<file path="src/rtl/rom_port_arbiter_pkg.sv">
// ---------------------------------------------------------------------------
// rom_port_arbiter_pkg : shared defaults and requester index type (rev 1.0)
// ---------------------------------------------------------------------------
`default_nettype none

package rom_port_arbiter_pkg;

   localparam int NREQ_DEF   = 3;
   localparam int ADDR_W_DEF = 10;
   localparam int DATA_W_DEF = 8;

   localparam int REQ_IDX_W  = (NREQ_DEF > 1) ? $clog2(NREQ_DEF) : 1;

   typedef logic [REQ_IDX_W-1:0] req_idx_t;

endpackage

`default_nettype wire

</file>
<file path="src/rtl/rom_port_arbiter_rr_arbiter.sv">
// ---------------------------------------------------------------------------
// rr_arbiter : combinational round-robin winner search from last_grant+1 (rev 1.0)
// ---------------------------------------------------------------------------
`default_nettype none

module rr_arbiter
   import rom_port_arbiter_pkg::*;
#(
   parameter int NREQ  = NREQ_DEF,
   parameter int IDX_W = (NREQ > 1) ? $clog2(NREQ) : 1
) (
   input  logic [NREQ-1:0]  valid,
   input  logic [IDX_W-1:0] ptr,
   input  logic             en,
   output logic [NREQ-1:0]  grant,
   output logic [IDX_W-1:0] winner
);

   logic found;

   always_comb begin
      grant  = '0;
      winner = '0;
      found  = 1'b0;
      for (int k = 0; k < NREQ; k++) begin
         int idx;
         idx = (int'(ptr) + 1 + k) % NREQ;
         if (!found && valid[idx]) begin
            found      = 1'b1;
            winner     = IDX_W'(idx);
            grant[idx] = en;
         end
      end
   end

endmodule

`default_nettype wire

</file>
<file path="src/rtl/rom_port_arbiter.sv">
// ---------------------------------------------------------------------------
// rom_port_arbiter : round-robin sharing of one synchronous ROM port (rev 1.0)
// ---------------------------------------------------------------------------
`default_nettype none

module rom_port_arbiter
   import rom_port_arbiter_pkg::*;
#(
   parameter int NREQ   = NREQ_DEF,
   parameter int ADDR_W = ADDR_W_DEF,
   parameter int DATA_W = DATA_W_DEF
) (
   input  logic                          vga_clk,
   input  logic                          reset_n,
   input  logic                          en,
   input  logic [NREQ-1:0]               req_valid,
   input  logic [NREQ-1:0][ADDR_W-1:0]   req_addr,
   output logic [NREQ-1:0]               req_ready,
   output logic [ADDR_W-1:0]             rom_address,
   input  logic [DATA_W-1:0]             rom_q,
   output logic [NREQ-1:0]               rsp_valid,
   output logic [DATA_W-1:0]             rsp_data
);

   localparam int IDX_W = (NREQ > 1) ? $clog2(NREQ) : 1;

   logic [IDX_W-1:0]  last_grant_q, last_grant_d;
   logic [ADDR_W-1:0] rom_address_q, rom_address_d;
   logic [IDX_W-1:0]  tag_q, tag_d;
   logic              s1_valid_q, s1_valid_d;
   logic [IDX_W-1:0]  rd_tag_q, rd_tag_d;
   logic              rd_valid_q, rd_valid_d;
   logic [NREQ-1:0]   rsp_valid_q, rsp_valid_d;
   logic [DATA_W-1:0] rsp_data_q, rsp_data_d;

   logic [NREQ-1:0]   grant;
   logic [IDX_W-1:0]  win_idx;
   logic              handshake;
   logic [ADDR_W-1:0] win_addr;

   // Reset gates the grant so nothing is offered while the pipeline is held clear.
   rr_arbiter #(
      .NREQ  (NREQ),
      .IDX_W (IDX_W)
   ) u_rr_arbiter (
      .valid  (req_valid),
      .ptr    (last_grant_q),
      .en     (en & reset_n),
      .grant  (grant),
      .winner (win_idx)
   );

   assign req_ready = grant;
   assign handshake = |(grant & req_valid);

   always_comb begin
      win_addr = '0;
      for (int i = 0; i < NREQ; i++) begin
         if (win_idx == IDX_W'(i)) begin
            win_addr = req_addr[i];
         end
      end
   end

   // rd_* tracks the cycle in which the ROM holds its internally registered read.
   always_comb begin
      last_grant_d  = handshake ? win_idx  : last_grant_q;
      rom_address_d = handshake ? win_addr : rom_address_q;
      tag_d         = handshake ? win_idx  : tag_q;
      s1_valid_d    = handshake;
      rd_tag_d      = tag_q;
      rd_valid_d    = s1_valid_q;
      rsp_valid_d   = '0;
      for (int i = 0; i < NREQ; i++) begin
         rsp_valid_d[i] = rd_valid_q && (rd_tag_q == IDX_W'(i));
      end
      rsp_data_d    = rd_valid_q ? rom_q : rsp_data_q;
   end

   always_ff @(posedge vga_clk or negedge reset_n) begin
      if (!reset_n) begin
         last_grant_q  <= IDX_W'(NREQ - 1);
         rom_address_q <= '0;
         tag_q         <= '0;
         s1_valid_q    <= 1'b0;
         rd_tag_q      <= '0;
         rd_valid_q    <= 1'b0;
         rsp_valid_q   <= '0;
         rsp_data_q    <= '0;
      end else begin
         last_grant_q  <= last_grant_d;
         rom_address_q <= rom_address_d;
         tag_q         <= tag_d;
         s1_valid_q    <= s1_valid_d;
         rd_tag_q      <= rd_tag_d;
         rd_valid_q    <= rd_valid_d;
         rsp_valid_q   <= rsp_valid_d;
         rsp_data_q    <= rsp_data_d;
      end
   end

   assign rom_address = rom_address_q;
   assign rsp_valid   = rsp_valid_q;
   assign rsp_data    = rsp_data_q;

endmodule

`default_nettype wire

</file>
<file path="config.mk">
export PLATFORM = sky130hd
export DESIGN_NAME = rom_port_arbiter
export DESIGN_NICKNAME = d
export VERILOG_FILES = /design/src/rtl/rom_port_arbiter_pkg.sv /design/src/rtl/rom_port_arbiter_rr_arbiter.sv /design/src/rtl/rom_port_arbiter.sv
export SDC_FILE = /design/constraint.sdc
export NUM_CORES = 1
export LEC_CHECK = 0
export ABC_AREA = 1
export CAP_MARGIN = 20
export CORE_ASPECT_RATIO = 1.1
export CORE_MARGIN = 1.5
export CORE_UTILIZATION = 39
export CTS_CLUSTER_DIAMETER = 150
export DETAILED_ROUTE_END_ITERATION = 7
export PLACE_DENSITY = 0.86
export SLEW_MARGIN = 20
export SYNTH_ARGS = -nofsm -noshare
export SYNTH_HDL_FRONTEND = slang
export SYNTH_HIERARCHICAL = 1
export SYNTH_SLANG_ARGS = --single-unit
</file>
<file path="constraint.sdc">
create_clock -name vga_clk -period 2.1 [get_ports vga_clk]
set_clock_uncertainty 0.1 [all_clocks]
set_input_delay 0.42 -clock vga_clk [delete_from_list [all_inputs] [get_ports vga_clk]]
set_output_delay 0.42 -clock vga_clk [all_outputs]
set_load 0.01 [all_outputs]
</file>
==> summary.txt <==
Timing
  • Actual slew at the worst max-slew pin: 0.348 ns
  • F_max: 410 MHz
  • Slew margin rel.: 0.768
  • Max-slew violations: 0
  • Final setup violation count: 17
  • Unrepaired setup endpoints after global routing: yes
  • Fin crit period: 2.44 ns
  • Final hold violation count: 0
  • Fin crit share: 1.16
  • Slack of the critical path: -0.340 ns
  • Final Hold Slack: 0.279 ns

Worst hold path
  • Hold depth: 0
  • Min-delay src: rd_valid_d$_DFF_PN0_
  • Min-delay worst type: reg -> reg
  • Hold Path Sink: rd_valid_q$_DFF_PN0_

Die
  • # rows: 24
  • Core region area: 0.00405 mm2
  • Ports: 68
  • Full die area: 0.00470 mm2
  • Initial Utilization: 0.414
  • Die height: 71.8 um
  • DIE WIDTH: 65.5 um

Worst setup path
  • Crit. End Element: register
  • R2R Path Start: last_grant_q[1]$_DFFE_PN1P_
  • Crit path required time: 2.17 ns
  • CP max-delay cell: dfstp_2
  • RR Endpoint: rom_address[0]$_DFFE_PN0P_
  • CP delay by family, top: simple AND/OR/NAND/NOR gates
  • CP Cell Sequence: inv_2 -> ha_2 -> inv_1 -> nand2_1 -> nand3_1 -> nand2_2 -> nand2_2 -> nor2_4 -> buf_4 -> nand2_1 -> nand3_1 -> buf_6 -> clkbuf_16 -> nand3_1 -> nand3_2 -> nand2_2 -> nand2_1
  • Crit Path Class: reg -> reg
  • Worst Setup Start Kind: register
  • Flop-to-flop setup slack: -0.34 ns
  • CP bufs+invs: 5
  • Worst r2r path cells: 17
  • Crit path arrival time: 2.51 ns
  • CP Max Fanout: 7
  • Critical Path Max Stage Delay: 0.62 ns

Drt
  • Detailed-route vias per instance: 5.21
  • WL per Instance: 15.7 um
  • DRT Pass-1 Iters: 4
  • Post-Route WL: 5670 um
  • DRC Markers: 0
  • Iteration-0 DRC Markers: 140
  • Vias: 1887
  • Post-route ant nets: 0

Layout
  • Area grow syn2layout: 71.9%
  • Non-Filler Instances: 362
  • NumNets Final: 359
  • Share of layout cells above drive strength 1: 0.319
  • Final design utilization: 0.711
  • ANT cells: 0

Place
  • HPWL after DPL: 3560 um
  • IO buf count: 67
  • Gpl congestion: 0.873
  • Inst Count DP: 348

CTS
  • Clk sinks: 28
  • Clk_lat worst skew: 0.27 ns
  • Clk root buf: clkbuf_8
  • CTS Buffer Depth: 2
  • Num CTS Buffers: 3
  • CTS tree: done
  • H-tree levels: 1
  • CTS clk-pin slew, worst paths: 0.09 ns
  • # hold bufs at CTS: 0

Yosys
  • Number of synthesis warnings: 6
  • Post-Syn Instances: 216
  • Area leader, netlist: dfrtp_1
  • Post-synthesis async set-or-reset flop share: 1.00
  • Seq/Total Area, Yosys: 0.419
  • Count leader, synth: nand2_1
  • Avg Synthesized Cell Area: 7.76 um2
  • Net count after synthesis: 264
  • Ys flop type: dfrtp_1
  • Distinct cells, synth: 23
  • Most frequent cells after synthesis: 80 x nand2_1, 38 x nand3_1, 27 x dfrtp_1
  • Share of Yosys cell area claimed by the top area cell type: 0.403
  • Synthesized area: 0.00168 mm2
  • Post-synth EDFFs: 0
  • Top area cells in the synthesized netlist: dfrtp_1 40%, nand2_1 18%, nand3_1 11%
  • Flops & latches, synth: 28

Pwr
  • Pint: 2700 uW
  • Seq pwr share: 0.184
  • Clk pwr share: 0.083
  • Cell Pwr Density: 1750 mW/mm2
  • Leakage Power: 0.00141 uW
  • Net Sw Frac: 0.465
  • Logic pwr share: 0.733
  • Max VDD drop: 1.18 mV
  • Sw power: 2350 uW

Status
  • Failing checks: setup timing
  • Outcome: finished, violations left

Global routing
  • Overflow after GRT: 0
  • First-pass GRT wire length: 8340 um
  • Initial antenna violation count: 0
  • Vias in the first global route: 1767
  • Largest net degree at the start of global routing: 29
  • Global Route Usage Sum: 0.230

Job
  • Max_cap viols: 0
## cells in the final DEF (no fill, tap or decap), types with 2 or more instances in the layout
cell             netlist  routed
nand2_1               80      64
clkdlybuf4s50_1        0      64
nand3_1               38      29
dfrtp_1               27      27
buf_4                  0      20
nand2_2                6      16
inv_1                 16      12
nand4_1               11      11
nand3_2                3      11
inv_2                  6       9
nand2_4                2       8
buf_6                  4       8
nor2_4                 3       4
nand3_4                1       3
o21ai_2                0       3
clkbuf_8               0       3
ha_4                   0       3
buf_2                  1       2
## layer usage
layer  GRT usage  vias to the layer above  wire length [um]
met3      0.0408                       17               409
met5           0                        -                 0
li1            -                      897                 -
met4      0.0463                        0                87
met2       0.416                      110              2880
met1       0.285                      863              2290
## power by group through the flow
stage / sequential, uW / clock [uW] / combinational (uW)
3_3_place_gp: 913 / 0 / 2620
4_1_cts: 916 / 425 / 2990
3_5_place_dp: 925 / 0 / 2700
5_1_grt: 953 / 452 / 3990
6_report: 927 / 421 / 3700
2_1_floorplan: 977 / 0 / 1670
## logic make-up after synthesis
kind of cell | Yosys count | share of synthesized area
flip-flops | 28 | 0.419
buffers and inverters | 31 | 0.105
AND/OR/NAND/NOR | 147 | 0.428
AO/OA/AOI/OAI | 6 | 0.0187
adder cells (fa/ha/maj) | 4 | 0.0299
## layout make-up
type	count	area, um2
Clock buffer	3	41.3
Tap cell	52	65.1
Clock inverter	1	30.0
Fill cell	307	1170
Inverter	23	93.8
Multi-Input combinational cell	159	1020
Sequential cell	28	702
Timing Repair Buffer	96	931
## state kept, by name, indices dropped and copies added (netlist names)
signal,flops
rom_address,10
rd_tag_q,2
rd_valid_d,1
rsp_valid,3
rd_tag_d,1
rd_valid_q,1
rsp_data,8
last_grant_q,2
## worst max path at each step
stage	cells past startpoint	to	from	slack, ns
floorplan	13	rom_address[0]$_DFFE_PN0P_	last_grant_q[1]$_DFFE_PN1P_	0.003
global placement	10	req_ready[1]	req_valid[1]	-0.53
detailed placement	10	req_ready[0]	req_valid[1]	-0.57
CTS	10	req_ready[0]	last_grant_q[1]$_DFFE_PN1P_	-0.29
global route	17	rom_address[5]$_DFFE_PN0P_	last_grant_q[1]$_DFFE_PN1P_	-0.43
finish	17	rom_address[0]$_DFFE_PN0P_	last_grant_q[1]$_DFFE_PN1P_	-0.34
## per-stage QoR
step | power (uW) | area (um2) | TNS (ns) | setup slack [ns]
4_1_cts | 4330 | 2710 | -2.89 | -0.288
2_1_floorplan | 2650 | 1710 | 0 | 0.00254
3_3_place_gp | 3530 | 2510 | -5.17 | -0.526
3_5_place_dp | 3620 | 2510 | -6.48 | -0.571
6_report | 5050 | 2880 | -4.37 | -0.340
5_1_grt | 5390 | 2880 | -6.00 | -0.435
## repair_timing
item,CTS,global route
gates cloned,3,1
resized for setup,29,39
endpoints found under the setup margin,17,17
pin swaps,15,22
buffers inserted,5,4
Note: power is estimated with default switching activity, not from simulation.
